**config.mk**
```make
export PLATFORM = sky130hd
export DESIGN_NAME = fifo_burst_reader
export DESIGN_NICKNAME = d
export VERILOG_FILES = /design/src/rtl/fifo_burst_reader.sv
export SDC_FILE = /design/constraint.sdc
export NUM_CORES = 1
export LEC_CHECK = 0
export BUFFER_PORTS_ARGS = -buffer_cell sky130_fd_sc_hd__clkbuf_2
export CAP_MARGIN = 20
export CORE_ASPECT_RATIO = 0.75
export CORE_MARGIN = 2
export CORE_UTILIZATION = 35
export CTS_CLUSTER_SIZE = 30
export DETAILED_ROUTE_END_ITERATION = 8
export HOLD_SLACK_MARGIN = 0.08
export PLACE_DENSITY = 0.64
export SYNTH_ARGS = -nofsm -noshare
export SYNTH_HDL_FRONTEND = slang
export SYNTH_SLANG_ARGS = --single-unit
```
**constraint.sdc**
```tcl
create_clock -name clk_i -period 3.8 [get_ports clk_i]
set_input_delay 0 -clock clk_i [delete_from_list [all_inputs] [get_ports clk_i]]
set_output_delay 0 -clock clk_i [all_outputs]
set_load 0.01 [all_outputs]
```
**src/rtl/fifo_burst_reader.sv**
```systemverilog
// Read-side burst controller for fifo_sync: pulls a fixed number of words out of the FIFO and
// streams them downstream through a 2-entry skid buffer that absorbs the FIFO read latency.
module fifo_burst_reader #(
    parameter int unsigned WIDTH = 4,
    parameter int unsigned LEN_W = 8
) (
    input  logic             clk_i,
    input  logic             rst_ni,
    input  logic             start_i,
    input  logic [LEN_W-1:0] len_i,
    input  logic             abort_i,
    input  logic             empty_i,
    input  logic [WIDTH-1:0] rdata_i,
    output logic             r_en_o,
    output logic             out_valid_o,
    input  logic             out_ready_i,
    output logic [WIDTH-1:0] out_data_o,
    output logic             busy_o,
    output logic             done_o,
    output logic [LEN_W-1:0] count_o
);

    typedef enum logic [1:0] {StIdle, StRun, StDrain, StDone} state_e;

    state_e           state_q, state_d;
    logic [LEN_W-1:0] len_q, len_d;
    logic [LEN_W-1:0] issue_q, issue_d;
    logic [LEN_W-1:0] count_q, count_d;
    logic             inflight_q, inflight_d;
    logic [WIDTH-1:0] buf_q [2];
    logic [WIDTH-1:0] buf_d [2];
    logic             head_q, head_d;
    logic [1:0]       occ_q, occ_d;

    logic             pop;
    logic             r_en;
    logic             active;
    logic [1:0]       occ_after_pop;

    always_comb begin
        active        = (state_q == StRun) || (state_q == StDrain);
        pop           = (occ_q != 2'd0) && out_ready_i;
        occ_after_pop = occ_q - {1'b0, pop};
        // Credit counts the slot freed by this cycle's pop so streaming keeps one word per cycle.
        r_en = (state_q == StRun) && !abort_i && !empty_i && (issue_q < len_q) &&
               ((occ_after_pop + {1'b0, inflight_q}) < 2'd2);

        state_d    = state_q;
        len_d      = len_q;
        issue_d    = issue_q;
        count_d    = count_q;
        inflight_d = r_en;
        buf_d      = buf_q;
        head_d     = head_q;
        occ_d      = occ_q + {1'b0, inflight_q} - {1'b0, pop};

        // Word read last cycle lands at the tail; credit rules keep occ_q <= 1 here.
        if (inflight_q) begin
            buf_d[head_q ^ occ_q[0]] = rdata_i;
        end
        if (pop) begin
            head_d = ~head_q;
            if (count_q < len_q) begin
                count_d = count_q + 1'b1;
            end
        end
        if (r_en) begin
            issue_d = issue_q + 1'b1;
        end

        unique case (state_q)
            StIdle: begin
                if (start_i && !abort_i) begin
                    len_d   = len_i;
                    issue_d = '0;
                    count_d = '0;
                    state_d = (len_i == '0) ? StDone : StRun;
                end
            end
            StRun: begin
                if (issue_d == len_q) begin
                    state_d = StDrain;
                end
            end
            StDrain: begin
                if (count_d == len_q) begin
                    state_d = StDone;
                end
            end
            StDone: begin
                state_d = StIdle;
            end
            default: state_d = StIdle;
        endcase

        // Abort drops buffered and in-flight words; the delivered count is kept.
        if (abort_i && active) begin
            state_d    = StIdle;
            occ_d      = 2'd0;
            inflight_d = 1'b0;
        end
    end

    always_ff @(posedge clk_i or negedge rst_ni) begin
        if (!rst_ni) begin
            state_q    <= StIdle;
            len_q      <= '0;
            issue_q    <= '0;
            count_q    <= '0;
            inflight_q <= 1'b0;
            buf_q      <= '{default: '0};
            head_q     <= 1'b0;
            occ_q      <= 2'd0;
        end else begin
            state_q    <= state_d;
            len_q      <= len_d;
            issue_q    <= issue_d;
            count_q    <= count_d;
            inflight_q <= inflight_d;
            buf_q      <= buf_d;
            head_q     <= head_d;
            occ_q      <= occ_d;
        end
    end

    assign r_en_o      = r_en;
    assign out_valid_o = (occ_q != 2'd0);
    assign out_data_o  = buf_q[head_q];
    assign busy_o      = active;
    assign done_o      = (state_q == StDone);
    assign count_o     = count_q;

endmodule

```
==> impl_table.tex <==
\begin{tabular}{lr}
\hline
Metric & Value \\
\hline
\multicolumn{2}{l}{\textbf{Clock network}} \\
Number of setup buffers added after CTS & 0 \\
Clock transition at the registers of the reported paths & 0.08 ns \\
Worst-case clock buffer depth & 2 \\
Buffer cell driving the clock tree root & clkbuf\_8 \\
Sink Count & 38 \\
Total clock buffers created by CTS & 5 \\
Clock latency at the later pin of the worst-skew pair & approximately 0.3 ns \\
CTS H-Tree Depth & 2 \\
CTS tree & built \\
\multicolumn{2}{l}{\textbf{Synthesis}} \\
Syn nets & $\sim$320 \\
Warning count from the yosys run & 0 \\
Top\_reg\_cell synth & dfrtp\_1 \\
Post-synthesis sequential element count & 38 \\
Share of Yosys cell area claimed by the top area cell type & a little over a third \\
Fraction of the yosys area taken by sequential cells & 36.3\% \\
Top area cells in the synthesized netlist & dfrtp\_1 36\%, ha\_1 11\%, mux2\_2 5.6\%, xnor2\_1 4.7\%, nand2\_1 4.3\% \\
Combined area of all synthesized cells & about 2600 um2 \\
Mean Syn Cell Area & a little over 9 um2 \\
Cell accounting for the most synthesized area & dfrtp\_1 \\
Async set or reset register ratio after synthesis & between 90\% and 100\% \\
Yosys cell types & 50 \\
Number of enable flip-flop cells after synthesis & 0 \\
Post-Synthesis Cells & about 280 \\
\multicolumn{2}{l}{\textbf{GRT}} \\
Vias in the first global route & 2103 \\
Antenna violations before repair & 0 \\
Pin count of the biggest net entering global routing & 39 \\
Global-route usage over all layers & $\sim$17\% \\
Wire length of the first global-routing pass & 10800 um \\
Leftover overflow at the end of global routing & 0 \\
\multicolumn{2}{l}{\textbf{STA}} \\
Final worst-path setup slack & about 0.33 ns \\
Total negative slack for setup checks & 0 ns \\
Number of setup violations in the final report & 0 \\
Slew headroom & between 40\% and 50\% \\
Setup repair after global routing missed its margin & no \\
Actual transition at the worst max-transition pin & 0.798 ns \\
Final Hold Fails & 0 \\
Final worst hold slack & 0.106 ns \\
Minimum clock period after layout & roughly 3.5 ns \\
Slew Viols, Final & 0 \\
Maximum clock skew at final layout & roughly 0.0092 ns \\
Portion of the clock cycle consumed by the worst path in the final layout & around nine tenths \\
Maximum clock frequency & between 200 and 300 MHz \\
\multicolumn{2}{l}{\textbf{Final layout}} \\
Most common library cell in the layout ignoring fill and taps & dfrtp\_1 \\
Nets@finish & approximately 370 \\
Filler cell count & around 750 \\
Fraction of layout instances using a drive strength above 1 & around 20\% \\
\# diodes & 0 \\
Commonest cells after routing, fill and taps aside & 38 x dfrtp\_1, 33 x clkbuf\_2, 30 x nand2\_1 \\
Synth-to-layout area growth & 20.7\% \\
\multicolumn{2}{l}{\textbf{Worst setup path}} \\
CP max-delay cell & nor4\_1 \\
Launch instance of the worst register-to-register path & len\_q[6] \\
Worst reg-to-reg path cell count & 11 \\
Category of the worst setup path launch point & register \\
Largest delay contributor family on the critical path & simple AND/OR/NAND/NOR gates \\
Cells traversed along the worst timing path & inv\_1, ha\_1, a21o\_1, a22oi\_1, o211ai\_1, nor4\_1, nor3\_1, or3\_1, o41ai\_2, nand2b\_1, mux2i\_1 \\
Count of buffering cells on the critical path with inverters included & 1 \\
R2R Path End & state\_q[1] \\
Slowest Stage Delay on Critical Path & 0.72 ns \\
WP data arrival & $\sim$3.7 ns \\
Crit end category & register \\
CP required & between 3 and 4 ns \\
R2R Setup Slk & approximately 0.33 ns \\
Biggest fanout along the worst timing path & 7 \\
Crit Path Class & register to register \\
\multicolumn{2}{l}{\textbf{Drt}} \\
Vias/cell & slightly above 5 \\
Detail Route Antenna Nets & 0 \\
Detailed Route Iter0 Violations & between 100 and 150 \\
Average routed wire per standard cell & about 15 um \\
Remaining DRCs & 0 \\
Number of vias in the routed layout & about 2200 \\
Total detailed-routing wirelength & roughly 6600 um \\
Iteration count of the initial detailed-routing pass & 4 \\
\multicolumn{2}{l}{\textbf{Power and ir drop}} \\
Total Power & between 0.002 and 0.0025 W \\
Power density of the placed cells & around 630 nW/um2 \\
Static leakage & around 1.4 nW \\
Max VDD drop & slightly above 0.3 mV \\
\multicolumn{2}{l}{\textbf{Placed design}} \\
Detail Placement HPWL & 4900 um \\
Count of input and output buffers & 33 \\
RePlAce Congestion & 0.934 \\
Post-place setup slack & approximately 0.32 ns \\
\multicolumn{2}{l}{\textbf{Hold path}} \\
Worst min-delay path category & input pin to register \\
Startpoint of the tightest hold check path & empty\_i \\
End point of the worst hold path & inflight\_q \\
Cell depth of the worst hold path & 4 \\
\multicolumn{2}{l}{\textbf{Die}} \\
Die Y & about 80 um \\
Std-Cell Core Area & approximately 7300 um2 \\
Effective utilization at floorplan & 35.9\% \\
Top-Level Pins & 34 \\
Number of core rows & 27 \\
Die Span X & roughly 100 um \\
Die outline area & just over 8000 um2 \\
\multicolumn{2}{l}{\textbf{Run}} \\
Max-cap check violation count & 0 \\
\multicolumn{2}{l}{\textbf{Status}} \\
Outcome & finished clean \\
\hline
\end{tabular}
-- registers in the layout (all words and copies together), names as in the netlist --
name and flops:
buf_q 8, count_o 8, head_q 1, inflight_q 1, issue_q 8, len_q 8, occ_q 2, state_q 2
-- where the power goes --
| group | internal [W] | switching, W |
|---|---|---|
| Combinational | 0.000467 | 0.000536 |
| Clock | 0.000147 | 0.000151 |
| Sequential | 0.000538 | 0.000167 |
-- cell type report --
type	instances	area, um2	area share, %
sequential	38	951	30.1
tap	101	126	4.00
multi-input combinational	219	1570	49.6
clock inverter	1	5.00	0.158
inverter	15	56.3	1.78
clock buffer	7	86.3	2.73
timing repair buffer	53	368	11.6
-- worst max-delay path by stage --
stage | cells after the start | slack, ns | from | end
after global placement | 15 | 0.43 | occ_q[0] | state_q[1]
after detailed placement | 15 | 0.32 | occ_q[0] | state_q[1]
after CTS | 15 | 0.31 | occ_q[0] | state_q[1]
after floorplan | 14 | 0.77 | occ_q[0] | state_q[1]
final | 11 | 0.33 | len_q[6] | state_q[1]
after global routing | 11 | 0.08 | len_q[2] | state_q[0]
-- cell usage after synthesis (2+ instances only) --
cell	number
nand4_1	7
xor2_1	12
nand2b_1	6
or3_1	3
a31oi_1	4
a21oi_1	6
dfrtp_1	38
clkbuf_1	8
nand2_1	30
nor3b_1	3
nand3_1	8
and2_1	4
o22ai_1	2
o21ai_0	12
a32oi_1	2
ha_1	23
and3_1	3
a21o_1	2
or4_1	2
a211oi_1	2
xnor2_1	14
or2_2	3
inv_1	15
o211ai_1	6
mux2_2	13
nor3_1	3
nor2_1	27
mux2i_1	2
-- per-layer routing --
metal	GRT usage (%)	vias up	share of wire [%]
li1	-	1101	-
met1	25.4	1057	51
met2	23.9	58	43
met3	2.55	5	5.4
met4	6.22	0	1.2
met5	0	-	0
-- per-stage QoR --
step	cells	area (um2)	util, %
after floorplan	282	2620	-
after global placement	412	2910	39.9
after detailed placement	412	2910	39.9
after CTS	433	3130	42.9
after global routing	434	3160	43.3
final	434	3160	43.3
-- timing repair --
item,CTS,global route
setup endpoints to repair,0,1
hold buffers,13,0
resized for setup,0,1
endpoints found under the hold margin,54,0
-- worst register-to-register path, stage by stage (launching register included) --
cell	delay, ns
dfrtp_1	0.49
inv_1	0.13
ha_1	0.30
a21o_1	0.18
a22oi_1	0.28
o211ai_1	0.18
nor4_1	0.72
nor3_1	0.09
or3_1	0.39
o41ai_2	0.34
nand2b_1	0.13
mux2i_1	0.13
-- cells by family after synthesis --
family	after synthesis	synth area share [%]
simple gates	103	19.1
buf+inv	25	3.92
compound gates	51	13.8
xor+xnor	27	9.56
fa+ha+maj	23	11.0
mux	15	6.36
flops	38	36.3
(Power assumes the default switching activity.)
